[src/rtl/fpu_transfer_sched_if.sv]
// Bus between the transfer scheduler, its two requesters, the combinational
// transfer/classify datapath and the response consumer.
interface fpu_transfer_sched_if #(
  parameter int TAG_W = 4
) ();
  logic             REQ0_VALID;
  logic             REQ0_READY;
  logic [2:0]       REQ0_OP;
  logic             REQ0_SP_DP;
  logic [63:0]      REQ0_DATA;
  logic [TAG_W-1:0] REQ0_TAG;

  logic             REQ1_VALID;
  logic             REQ1_READY;
  logic [2:0]       REQ1_OP;
  logic             REQ1_SP_DP;
  logic [63:0]      REQ1_DATA;
  logic [TAG_W-1:0] REQ1_TAG;

  logic [63:0]      XFER_INPUT;
  logic             XFER_SP_DP;
  logic [2:0]       XFER_OPERATION;
  logic [31:0]      XFER_OUTPUT;

  logic             RSP_VALID;
  logic             RSP_READY;
  logic [31:0]      RSP_DATA;
  logic [TAG_W-1:0] RSP_TAG;
  logic             RSP_SRC;
  logic             RSP_LAST;
  logic             RSP_ILLEGAL;

  // Scheduler side.
  modport slave (
    input  REQ0_VALID, REQ0_OP, REQ0_SP_DP, REQ0_DATA, REQ0_TAG,
    input  REQ1_VALID, REQ1_OP, REQ1_SP_DP, REQ1_DATA, REQ1_TAG,
    input  XFER_OUTPUT, RSP_READY,
    output REQ0_READY, REQ1_READY,
    output XFER_INPUT, XFER_SP_DP, XFER_OPERATION,
    output RSP_VALID, RSP_DATA, RSP_TAG, RSP_SRC, RSP_LAST, RSP_ILLEGAL
  );

  // Environment side: requesters, datapath and response consumer.
  modport master (
    output REQ0_VALID, REQ0_OP, REQ0_SP_DP, REQ0_DATA, REQ0_TAG,
    output REQ1_VALID, REQ1_OP, REQ1_SP_DP, REQ1_DATA, REQ1_TAG,
    output XFER_OUTPUT, RSP_READY,
    input  REQ0_READY, REQ1_READY,
    input  XFER_INPUT, XFER_SP_DP, XFER_OPERATION,
    input  RSP_VALID, RSP_DATA, RSP_TAG, RSP_SRC, RSP_LAST, RSP_ILLEGAL
  );
endinterface

[src/rtl/fpu_transfer_sched.sv]
// Round-robin scheduler/sequencer for the FPU transfer/classify datapath;
// splits DP FP-to-int moves into a low-word beat and a high-word beat.
module fpu_transfer_sched #(
  parameter int TAG_W = 4
) (
  input  logic                  CLK,
  input  logic                  RST_N,
  fpu_transfer_sched_if.slave   bus
);

  localparam logic [2:0] OP_MOV_INT_FP = 3'b000;
  localparam logic [2:0] OP_MOV_FP_INT = 3'b001;
  localparam logic [2:0] OP_FCLASS     = 3'b100;

  typedef enum logic [1:0] {IDLE, EXEC, RESP} state_e;

  state_e           state_q, state_d;
  logic             prio_q, prio_d;
  logic             hi_q, hi_d;
  logic [63:0]      data_q, data_d;
  logic [TAG_W-1:0] tag_q, tag_d;
  logic             src_q, src_d;

  logic [63:0]      xfer_input_q, xfer_input_d;
  logic             xfer_sp_dp_q, xfer_sp_dp_d;
  logic [2:0]       xfer_op_q, xfer_op_d;

  logic             rsp_valid_q, rsp_valid_d;
  logic [31:0]      rsp_data_q, rsp_data_d;
  logic [TAG_W-1:0] rsp_tag_q, rsp_tag_d;
  logic             rsp_src_q, rsp_src_d;
  logic             rsp_last_q, rsp_last_d;
  logic             rsp_illegal_q, rsp_illegal_d;

  logic             gnt_idx;
  logic             accept;
  logic             legal;
  logic             two_beat;

  // prio_q names the port that wins a tie next, so port 0 wins first after reset
  // and each accept hands the tie to the other port.
  always_comb begin
    gnt_idx = (bus.REQ0_VALID && bus.REQ1_VALID) ? prio_q : bus.REQ1_VALID;
    accept  = RST_N && (state_q == IDLE) && (bus.REQ0_VALID || bus.REQ1_VALID);
  end

  assign bus.REQ0_READY = accept && !gnt_idx;
  assign bus.REQ1_READY = accept && gnt_idx;

  assign legal    = (xfer_op_q == OP_MOV_INT_FP) || (xfer_op_q == OP_MOV_FP_INT) ||
                    (xfer_op_q == OP_FCLASS);
  assign two_beat = (xfer_op_q == OP_MOV_FP_INT) && xfer_sp_dp_q && legal;

  always_comb begin
    state_d       = state_q;
    prio_d        = prio_q;
    hi_d          = hi_q;
    data_d        = data_q;
    tag_d         = tag_q;
    src_d         = src_q;
    xfer_input_d  = xfer_input_q;
    xfer_sp_dp_d  = xfer_sp_dp_q;
    xfer_op_d     = xfer_op_q;
    rsp_valid_d   = rsp_valid_q;
    rsp_data_d    = rsp_data_q;
    rsp_tag_d     = rsp_tag_q;
    rsp_src_d     = rsp_src_q;
    rsp_last_d    = rsp_last_q;
    rsp_illegal_d = rsp_illegal_q;

    case (state_q)
      IDLE: begin
        if (accept) begin
          data_d       = gnt_idx ? bus.REQ1_DATA  : bus.REQ0_DATA;
          tag_d        = gnt_idx ? bus.REQ1_TAG   : bus.REQ0_TAG;
          xfer_op_d    = gnt_idx ? bus.REQ1_OP    : bus.REQ0_OP;
          xfer_sp_dp_d = gnt_idx ? bus.REQ1_SP_DP : bus.REQ0_SP_DP;
          xfer_input_d = data_d;
          src_d        = gnt_idx;
          prio_d       = !gnt_idx;
          hi_d         = 1'b0;
          state_d      = EXEC;
        end
      end
      EXEC: begin
        rsp_valid_d   = 1'b1;
        rsp_data_d    = legal ? bus.XFER_OUTPUT : 32'h0;
        rsp_tag_d     = tag_q;
        rsp_src_d     = src_q;
        rsp_illegal_d = !legal;
        rsp_last_d    = !two_beat || hi_q;
        state_d       = RESP;
      end
      RESP: begin
        if (bus.RSP_READY) begin
          rsp_valid_d = 1'b0;
          if (rsp_last_q) begin
            state_d = IDLE;
          end else begin
            // High word is presented in the low half for the second pass.
            hi_d         = 1'b1;
            xfer_input_d = {32'h0, data_q[63:32]};
            state_d      = EXEC;
          end
        end
      end
      default: state_d = IDLE;
    endcase
  end

  always_ff @(posedge CLK) begin
    if (!RST_N) begin
      state_q       <= IDLE;
      prio_q        <= 1'b0;
      hi_q          <= 1'b0;
      data_q        <= '0;
      tag_q         <= '0;
      src_q         <= 1'b0;
      xfer_input_q  <= '0;
      xfer_sp_dp_q  <= 1'b0;
      xfer_op_q     <= '0;
      rsp_valid_q   <= 1'b0;
      rsp_data_q    <= '0;
      rsp_tag_q     <= '0;
      rsp_src_q     <= 1'b0;
      rsp_last_q    <= 1'b0;
      rsp_illegal_q <= 1'b0;
    end else begin
      state_q       <= state_d;
      prio_q        <= prio_d;
      hi_q          <= hi_d;
      data_q        <= data_d;
      tag_q         <= tag_d;
      src_q         <= src_d;
      xfer_input_q  <= xfer_input_d;
      xfer_sp_dp_q  <= xfer_sp_dp_d;
      xfer_op_q     <= xfer_op_d;
      rsp_valid_q   <= rsp_valid_d;
      rsp_data_q    <= rsp_data_d;
      rsp_tag_q     <= rsp_tag_d;
      rsp_src_q     <= rsp_src_d;
      rsp_last_q    <= rsp_last_d;
      rsp_illegal_q <= rsp_illegal_d;
    end
  end

  assign bus.XFER_INPUT     = xfer_input_q;
  assign bus.XFER_SP_DP     = xfer_sp_dp_q;
  assign bus.XFER_OPERATION = xfer_op_q;
  assign bus.RSP_VALID      = rsp_valid_q;
  assign bus.RSP_DATA       = rsp_data_q;
  assign bus.RSP_TAG        = rsp_tag_q;
  assign bus.RSP_SRC        = rsp_src_q;
  assign bus.RSP_LAST       = rsp_last_q;
  assign bus.RSP_ILLEGAL    = rsp_illegal_q;

endmodule

[src/flat_wrapper.sv]
// flat-port wrapper written by rule: the top's interface ports become plain ports
module fpu_transfer_sched_flat 
#(
  parameter int TAG_W = 4
)
  (CLK, RST_N, bus_REQ0_VALID, bus_REQ0_OP, bus_REQ0_SP_DP, bus_REQ0_DATA, bus_REQ0_TAG, bus_REQ1_VALID, bus_REQ1_OP, bus_REQ1_SP_DP, bus_REQ1_DATA, bus_REQ1_TAG, bus_XFER_OUTPUT, bus_RSP_READY, bus_REQ0_READY, bus_REQ1_READY, bus_XFER_INPUT, bus_XFER_SP_DP, bus_XFER_OPERATION, bus_RSP_VALID, bus_RSP_DATA, bus_RSP_TAG, bus_RSP_SRC, bus_RSP_LAST, bus_RSP_ILLEGAL);
  fpu_transfer_sched_if #(.TAG_W(TAG_W)) bus_i ();
  input  logic CLK;
  input  logic RST_N;
  input wire logic [$bits(bus_i.REQ0_VALID)-1:0] bus_REQ0_VALID;
  input wire logic [$bits(bus_i.REQ0_OP)-1:0] bus_REQ0_OP;
  input wire logic [$bits(bus_i.REQ0_SP_DP)-1:0] bus_REQ0_SP_DP;
  input wire logic [$bits(bus_i.REQ0_DATA)-1:0] bus_REQ0_DATA;
  input wire logic [$bits(bus_i.REQ0_TAG)-1:0] bus_REQ0_TAG;
  input wire logic [$bits(bus_i.REQ1_VALID)-1:0] bus_REQ1_VALID;
  input wire logic [$bits(bus_i.REQ1_OP)-1:0] bus_REQ1_OP;
  input wire logic [$bits(bus_i.REQ1_SP_DP)-1:0] bus_REQ1_SP_DP;
  input wire logic [$bits(bus_i.REQ1_DATA)-1:0] bus_REQ1_DATA;
  input wire logic [$bits(bus_i.REQ1_TAG)-1:0] bus_REQ1_TAG;
  input wire logic [$bits(bus_i.XFER_OUTPUT)-1:0] bus_XFER_OUTPUT;
  input wire logic [$bits(bus_i.RSP_READY)-1:0] bus_RSP_READY;
  output wire logic [$bits(bus_i.REQ0_READY)-1:0] bus_REQ0_READY;
  output wire logic [$bits(bus_i.REQ1_READY)-1:0] bus_REQ1_READY;
  output wire logic [$bits(bus_i.XFER_INPUT)-1:0] bus_XFER_INPUT;
  output wire logic [$bits(bus_i.XFER_SP_DP)-1:0] bus_XFER_SP_DP;
  output wire logic [$bits(bus_i.XFER_OPERATION)-1:0] bus_XFER_OPERATION;
  output wire logic [$bits(bus_i.RSP_VALID)-1:0] bus_RSP_VALID;
  output wire logic [$bits(bus_i.RSP_DATA)-1:0] bus_RSP_DATA;
  output wire logic [$bits(bus_i.RSP_TAG)-1:0] bus_RSP_TAG;
  output wire logic [$bits(bus_i.RSP_SRC)-1:0] bus_RSP_SRC;
  output wire logic [$bits(bus_i.RSP_LAST)-1:0] bus_RSP_LAST;
  output wire logic [$bits(bus_i.RSP_ILLEGAL)-1:0] bus_RSP_ILLEGAL;
  assign bus_i.REQ0_VALID = bus_REQ0_VALID;
  assign bus_i.REQ0_OP = bus_REQ0_OP;
  assign bus_i.REQ0_SP_DP = bus_REQ0_SP_DP;
  assign bus_i.REQ0_DATA = bus_REQ0_DATA;
  assign bus_i.REQ0_TAG = bus_REQ0_TAG;
  assign bus_i.REQ1_VALID = bus_REQ1_VALID;
  assign bus_i.REQ1_OP = bus_REQ1_OP;
  assign bus_i.REQ1_SP_DP = bus_REQ1_SP_DP;
  assign bus_i.REQ1_DATA = bus_REQ1_DATA;
  assign bus_i.REQ1_TAG = bus_REQ1_TAG;
  assign bus_i.XFER_OUTPUT = bus_XFER_OUTPUT;
  assign bus_i.RSP_READY = bus_RSP_READY;
  assign bus_REQ0_READY = bus_i.REQ0_READY;
  assign bus_REQ1_READY = bus_i.REQ1_READY;
  assign bus_XFER_INPUT = bus_i.XFER_INPUT;
  assign bus_XFER_SP_DP = bus_i.XFER_SP_DP;
  assign bus_XFER_OPERATION = bus_i.XFER_OPERATION;
  assign bus_RSP_VALID = bus_i.RSP_VALID;
  assign bus_RSP_DATA = bus_i.RSP_DATA;
  assign bus_RSP_TAG = bus_i.RSP_TAG;
  assign bus_RSP_SRC = bus_i.RSP_SRC;
  assign bus_RSP_LAST = bus_i.RSP_LAST;
  assign bus_RSP_ILLEGAL = bus_i.RSP_ILLEGAL;
  fpu_transfer_sched #(.TAG_W(TAG_W)) u_core (.CLK(CLK), .RST_N(RST_N), .bus(bus_i));
endmodule
[config.mk]
export PLATFORM = sky130hd
export DESIGN_NAME = fpu_transfer_sched_flat
export DESIGN_NICKNAME = d
export VERILOG_FILES = /design/src/rtl/fpu_transfer_sched_if.sv /design/src/rtl/fpu_transfer_sched.sv /design/src/flat_wrapper.sv
export SDC_FILE = /design/constraint.sdc
export NUM_CORES = 1
export LEC_CHECK = 0
export ABC_AREA = 1
export CAP_MARGIN = 0
export CORE_MARGIN = 5
export CORE_UTILIZATION = 43
export CTS_BUF_LIST = sky130_fd_sc_hd__clkbuf_16
export CTS_CLUSTER_DIAMETER = 40
export DETAILED_ROUTE_END_ITERATION = 7
export GPL_ROUTABILITY_DRIVEN = 0
export HOLD_SLACK_MARGIN = 0.1
export PLACE_DENSITY = 0.8
export REMOVE_ABC_BUFFERS = 1
export SLEW_MARGIN = 20
export SYNTH_ARGS = -nofsm -noshare
export SYNTH_HDL_FRONTEND = slang
export SYNTH_SLANG_ARGS = --single-unit
[constraint.sdc]
create_clock -name CLK -period 1.8 [get_ports CLK]
set_input_delay 0.36 -clock CLK [delete_from_list [all_inputs] [get_ports CLK]]
set_output_delay 0.36 -clock CLK [all_outputs]
set_load 0.05 [all_outputs]
==> out/metrics.csv, run 1 <==
stage;metric;value;unit
run_status;result_of_the_run;finished clean;
global_route;first_global_vias;7255;
sta;timing_hold_violations_final;0;
clock_network;master_cell_of_the_clock_root_buffer;clkbuf_16;
setup_path;critPathCaptureType;output pin;
die;fp.dieW;137.7;microns
drt;detail_route.iter0.violations;348;
die;die_h;137.7;microns
power_and_ir_drop;p_leak;0.005054;uW
power_and_ir_drop;p_per_area;1193;mW/mm^2
drt;avgRoutedWirePerCell;14.27;microns
synthesis;ys_seq_area_share;42.53;%
synthesis;library_cell_with_the_highest_instance_count_after_synthesis;nand2_1;
synthesis;synth_ff_type;dfxtp_1;
clock_network;ctsHoldBuffers;0;
drt;via_count_normalized_by_instance_count;4.710;
die;ioPinCount;291;
die;core_area;0.01594;sq mm
clock_network;tritoncts;built;
die;std_cell_rows;46;
clock_network;clk_path_buf_depth;2;
drt;wl;22720;microns
drt;drt-pass1-iter-count;4;
synthesis;postSynthAreaPerCell;6.406;sq um
final_layout;final_nets;1545;
setup_path;r2r-end;u_core.bus.RSP_ILLEGAL;
power_and_ir_drop;swShare;37.57;%
global_route;grt_max_degree;86;
drt;vias;7498;
clock_network;clk_slew_on_worst_s_h_paths;60;ps
drt;drt_drc_violations_left;0;
die;floorplan.initialDensity;44.00;%
synthesis;synth_seq_cells;149;
drt;drt.antenna.violating_nets;0;
power_and_ir_drop;post-layout-total-power;12720;uW
global_route;grt_overflow;0;
placement;portBuffers;290;
power_and_ir_drop;seq_power_share;32.1;%
final_layout;layout-drive-gt1-share;13.75;%
setup_path;setup.reg_to_reg.worst_slack;200;ps
synthesis;syn_area;0.007014;sq mm
worst_hold_path;hold_depth;2;
synthesis;synth_cell_types;18;
setup_path;worst_reg2reg_path_length_in_cells;5;
clock_network;tritoncts_num_sinks;149;
clock_network;insertion_delay;410;ps
power_and_ir_drop;comb_power_share;38.5;%
clock_network;cts-htree-levels;4;
sta;worst_margin_pin_slew;400.4;ps
sta;finalSetupViolations;0;
synthesis;synth_common_cells;369 x nand2_1, 149 x dfxtp_1, 136 x inv_1, 113 x nor2_1, 108 x a21oi_1;
setup_path;cp_max_fo;3;
setup_path;crit_type;primary input to output pin;
power_and_ir_drop;cell_internal_pwr;7939;uW
job;drv_cap;0;
sta;final.min_clock_period;1755;ps
sta;timing.clock.skew;8.788;ps
sta;tns;0;ps
power_and_ir_drop;share_clk_of_total_power;29.4;%
placement;place_hpwl;16500;microns
global_route;grt_first_pass_wirelength;35260;microns
die;floorplan.die_area;0.01897;sq mm
clock_network;numCtsBuffers;17;
synthesis;synthDominantAreaCellType;dfxtp_1;
sta;max_freq;569.9;MHz
worst_hold_path;hold_path.class;flop to flop;
setup_path;cp.required;1440;ps
global_route;grt_antenna_before_repair;1;
final_layout;area_growth_syn_to_layout;52.00;%
setup_path;worst_setup_path_start_kind;primary input;
placement;placed_cell_area;0.009983;sq mm
setup_path;critPathCapture;bus_REQ1_READY;
global_route;globalRouteTotalUtil;23.57;%
sta;post-route-period-util;97.49;%
sta;postLayoutSetupSlackWorst;45.27;ps
synthesis;synth-edff-count;0;
setup_path;critical_path.startpoint;bus_REQ0_VALID;
sta;timing.final.max_slew_violations;0;
synthesis;ys.warnings.count;0;
power_and_ir_drop;ir_worst_vdd;0.0007399;V
power_and_ir_drop;p_switching;4778;uW
placement;dp_slack;-154.1;ps
synthesis;synth-async-reset-ratio;0;%
setup_path;critical_path_arrival;1390;ps
synthesis;synth_largest_type_area_fraction;42.53;%
placement;place_inst;1558;
setup_path;crit-reg2reg-launch;u_core.state_q[1];
synthesis;synth_cells;1095;
final_layout;number_of_non_filler_instances_in_the_completed_layout;1592;
sta;timing.max_slew.rel_slack;73.31;%
synthesis;ys_top_cells_by_area;dfxtp_1 43%, nand2_1 20%, a21oi_1 7.7%, inv_1 7.3%, nand3_1 7.0%;
final_layout;final_area;0.01066;sq mm
power by group through the flow:
stage	registers [uW]	clock network, uW	logic, uW
global placement	4130	0	4840
detailed placement	4140	0	4890
finish	4080	3740	4900
CTS	4080	3800	4940
global route	4150	3950	5320
floorplan	5460	0	1590
stage by stage:
step	hold slack (ps)	util, %
2_1_floorplan	429.5	-
6_report	458.1	66.87
4_1_cts	445.8	66.81
3_5_place_dp	452.1	62.62
3_3_place_gp	447.1	62.62
5_1_grt	457.8	66.87
how the worst min path moves through the flow:
| stage | from | to | slack, ps |
|---|---|---|---|
| global route | RST_N | u_core.bus.XFER_INPUT[18] | 460 |
| global placement | u_core.bus.XFER_INPUT[61] | u_core.bus.XFER_INPUT[61] | 450 |
| floorplan | u_core.src_q | u_core.bus.RSP_SRC | 430 |
| finish | u_core.bus.XFER_INPUT[36] | u_core.bus.XFER_INPUT[36] | 460 |
| detailed placement | u_core.bus.XFER_INPUT[36] | u_core.bus.XFER_INPUT[36] | 450 |
| CTS | RST_N | u_core.bus.XFER_INPUT[30] | 450 |
metal layers:
layer	GRT usage [%]	up-vias	routed length (microns)
met1	25.15	3329	8784
met5	0	-	0
met4	8.452	0	386
met3	8.802	30	2170
li1	-	3889	-
met2	42.41	250	11380
registers in the layout (all words and copies together), names as in the netlist, 2 cells and up:
register and flops:
u_core.data_q 32, u_core.bus.RSP_DATA 32, u_core.bus.RSP_TAG 4, u_core.tag_q 4, u_core.bus.XFER_OPERATION 3, u_core.state_q 2
u_core.bus.XFER_INPUT 64
worst max-delay path, cell delays in order:
cell             delay, ps
clkdlybuf4s50_1        430
nand2_2                120
nand2_4                 70
buf_4                  140
nor2_4                 130
buf_12                 140
layout make-up:
cell class,count,area (sq um)
Fill cell,1425,5281
Multi-Input combinational cell,731,3219
Timing Repair Buffer,324,3035
Sequential cell,149,2984
Inverter,141,534.3
Clock buffer,17,425.4
Tap cell,216,270.3
Clock inverter,13,190.2
Antenna cell,1,2.502
repair_timing:
item                                    4_1_cts  5_1_grt
pin swaps                                     2        3
resized for setup                             7        3
setup buffers                                 3        0
endpoints found under the setup margin        2        4
cells in the final DEF (no fill, tap or decap), drive strengths merged:
cell,n
o21ai,7
nand2,370
clkinv,7
a211oi,5
nand3b,29
clkinvlp,2
inv,140
nor2,113
nand3,98
a21oi,108
clkdlybuf4s50,178
clkbuf,17
buf,146
bufinv,5
nor4,1
diode,1
dfxtp,149
kinds of logic after synthesis:
| kind of cell | count (synthesis) | share of synthesized area, % |
|---|---|---|
| DFF | 149 | 42.53 |
| AOI/OAI and AO/OA | 120 | 8.812 |
| buffers and inverters | 215 | 12.59 |
| and+or+nand+nor | 611 | 36.07 |
(Power assumes the default switching activity.)
==> inputs of run 2 (changes only) <==
- CORE_UTILIZATION: 43 -> 45
- CTS_BUF_LIST: sky130_fd_sc_hd__clkbuf_16 -> sky130_fd_sc_hd__clkbuf_4 sky130_fd_sc_hd__clkbuf_8
- PLACE_DENSITY: 0.8 -> 0.84
- SLEW_MARGIN: 20 -> not set
==> run 2 against run 1 <==
Effect of this change: setup slack got worse by 13 ps; clock power decreased by 32%; via count increased by 0.96%; flip-flop and latch count unchanged; critical endpoint unchanged.
==> out/metrics.csv, run 2 (same netlist as run 1, synthesis figures left out) <==
stage;metric;value;unit
clock_network;ctsHoldBuffers;0;
setup_path;worst-path-buf-inv;3;
drt;drt.antenna.violating_nets;0;
drt;detail_route.iter0.violations;353;
die;std_cell_rows;45;
die;fp.dieW;134.9;microns
sta;timing.final.max_slew_violations;0;
sta;timing.clock.skew;8.473;ps
final_layout;mostFrequentLayoutCell;nand2_1;
worst_hold_path;hold_path.class;primary input to flop;
sta;timing_hold_violations_final;0;
die;core_area;0.01526;sq mm
die;ioPinCount;291;
clock_network;numCtsBuffers;17;
global_route;first_global_vias;7263;
setup_path;cp.required;1440;ps
drt;vias;7570;
sta;timing.max_slew.rel_slack;70.77;%
clock_network;clk_path_buf_depth;2;
final_layout;largest_reg_flops;64;
global_route;grt_max_degree;56;
job;drv_cap;0;
final_layout;area_growth_syn_to_layout;49.07;%
sta;finalSetupViolations;0;
placement;portBuffers;290;
global_route;grt_first_pass_wirelength;35980;microns
clock_network;insertion_delay;450;ps
power_and_ir_drop;cell_internal_pwr;6751;uW
die;floorplan.initialDensity;45.97;%
drt;via_count_normalized_by_instance_count;4.755;
power_and_ir_drop;seq_power_share;35.4;%
clock_network;clk_slew_on_worst_s_h_paths;80;ps
setup_path;worstPathCellList;inv_2, nand2_2, nand2_4, buf_6, nor2_4, buf_12;
sta;worst_hold_slack;436.6;ps
die;die_h;134.9;microns
die;floorplan.die_area;0.01818;sq mm
drt;drt-pass1-iter-count;5;
final_layout;final_nets;1549;
final_layout;layout.cells.most_common_list;366 x nand2_1, 177 x clkdlybuf4s50_1, 147 x dfxtp_1, 135 x inv_1, 135 x buf_4;
sta;max_freq;565.6;MHz
global_route;grt_antenna_before_repair;0;
power_and_ir_drop;swShare;41.33;%
setup_path;crit_family;flip-flops;
power_and_ir_drop;p_switching;4755;uW
final_layout;antenna_cells_inserted;0;
global_route;grt_overflow;0;
power_and_ir_drop;post-layout-total-power;11510;uW
setup_path;worst_setup_path_start_kind;flop;
clock_network;master_cell_of_the_clock_root_buffer;clkbuf_8;
clock_network;tritoncts_num_sinks;149;
sta;worst_margin_pin_slew;438.5;ps
sta;post-route-period-util;98.23;%
setup_path;cp_max_fo;4;
power_and_ir_drop;p_leak;0.004972;uW
clock_network;cts-htree-levels;4;
placement;place_hpwl;16610;microns
sta;tns;0;ps
drt;drt_drc_violations_left;0;
drt;avgRoutedWirePerCell;14.44;microns
sta;final.min_clock_period;1768;ps
run_status;result_of_the_run;finished clean;
setup_path;worst_path_largest_cell_delay;330;ps
final_layout;layout-drive-gt1-share;14.48;%
global_route;globalRouteTotalUtil;24.70;%
setup_path;slowest_stage;dfxtp_1;
power_and_ir_drop;comb_power_share;42.3;%
power_and_ir_drop;ir_worst_vdd;0.0007546;V
power_and_ir_drop;p_per_area;1100;mW/mm^2
power_and_ir_drop;share_clk_of_total_power;22.2;%
setup_path;critical_path_arrival;1410;ps
setup_path;crit_type;flop to output pin;
drt;wl;22990;microns
clock_network;tritoncts;built;
setup_path;critPathCaptureType;output pin;
-- run 2: cell types whose count changed in the layout (fill, tap and decap cells not counted), moves of 2 or more --
cell and delta:
clkinvlp_4 +2, clkbuf_16 -17, clkbuf_8 +21, inv_6 +2
bufinv_16 -4, buf_4 +4, inv_1 -2, clkinv_1 -3
-- run 2: repair_timing --
action                                  CTS  global route
pin swaps                                 3             1
buffers inserted                          2             2
gates resized for setup                   9             5
cloned                                    0             0
endpoints found under the setup margin    2             2
-- run 2: final cells by class --
cell class | count | area (sq um)
fill | 1314 | 4802
timing repair buffer | 328 | 3059
clock inverter | 10 | 96.34
tap | 211 | 264.0
sequential | 149 | 2988
inverter | 141 | 530.5
clock buffer | 22 | 296.5
multi-input combinational | 731 | 3222
-- run 2: through the flow --
step / area [sq um] / setup slack, ps / instances / util (%)
finish: 10460 / 31.88 / 1592 / 68.53
floorplan: 6660 / -2420 / 1021 / -
global route: 10460 / -8.931 / 1592 / 68.53
detailed placement: 9987 / -153.9 / 1556 / 65.45
global placement: 9987 / -112.0 / 1556 / 65.45
CTS: 10430 / 13.57 / 1590 / 68.34
-- run 2: worst paths after layout --
kind              depth (start not counted)               from                   endpoint  slack, ps
hold reg to reg                           2        u_core.hi_q                u_core.hi_q        460
setup reg to reg                          8  u_core.state_q[0]   u_core.bus.XFER_INPUT[5]        270
setup / recovery                          6      u_core.prio_q             bus_REQ1_READY         30
hold / removal                            4     bus_REQ1_VALID  u_core.bus.XFER_INPUT[38]        440
-- run 2: worst min-delay path, stage by stage --
cell	delay (ps)
buf_2	200
nand3b_1	100
nand3_1	110
a21oi_1	60
-- run 2: power groups by stage --
stage / logic (uW) / registers (uW) / clock network, uW
final: 4870 / 4080 / 2560
after global routing: 5270 / 4140 / 2740
after CTS: 4900 / 4080 / 2600
after detailed placement: 4850 / 4140 / 0
after global placement: 4790 / 4120 / 0
after floorplan: 1590 / 5460 / 0
-- run 2: per-layer routing --
metal	vias to the layer above	part of all wire (%)	wire length [microns]	global-route usage, %
met5	-	0	0	0
met4	0	2.3	535	7.579
met3	33	8.8	2033	8.644
met2	256	50	11580	45.22
met1	3383	38	8839	26.67
li1	3898	-	-	-
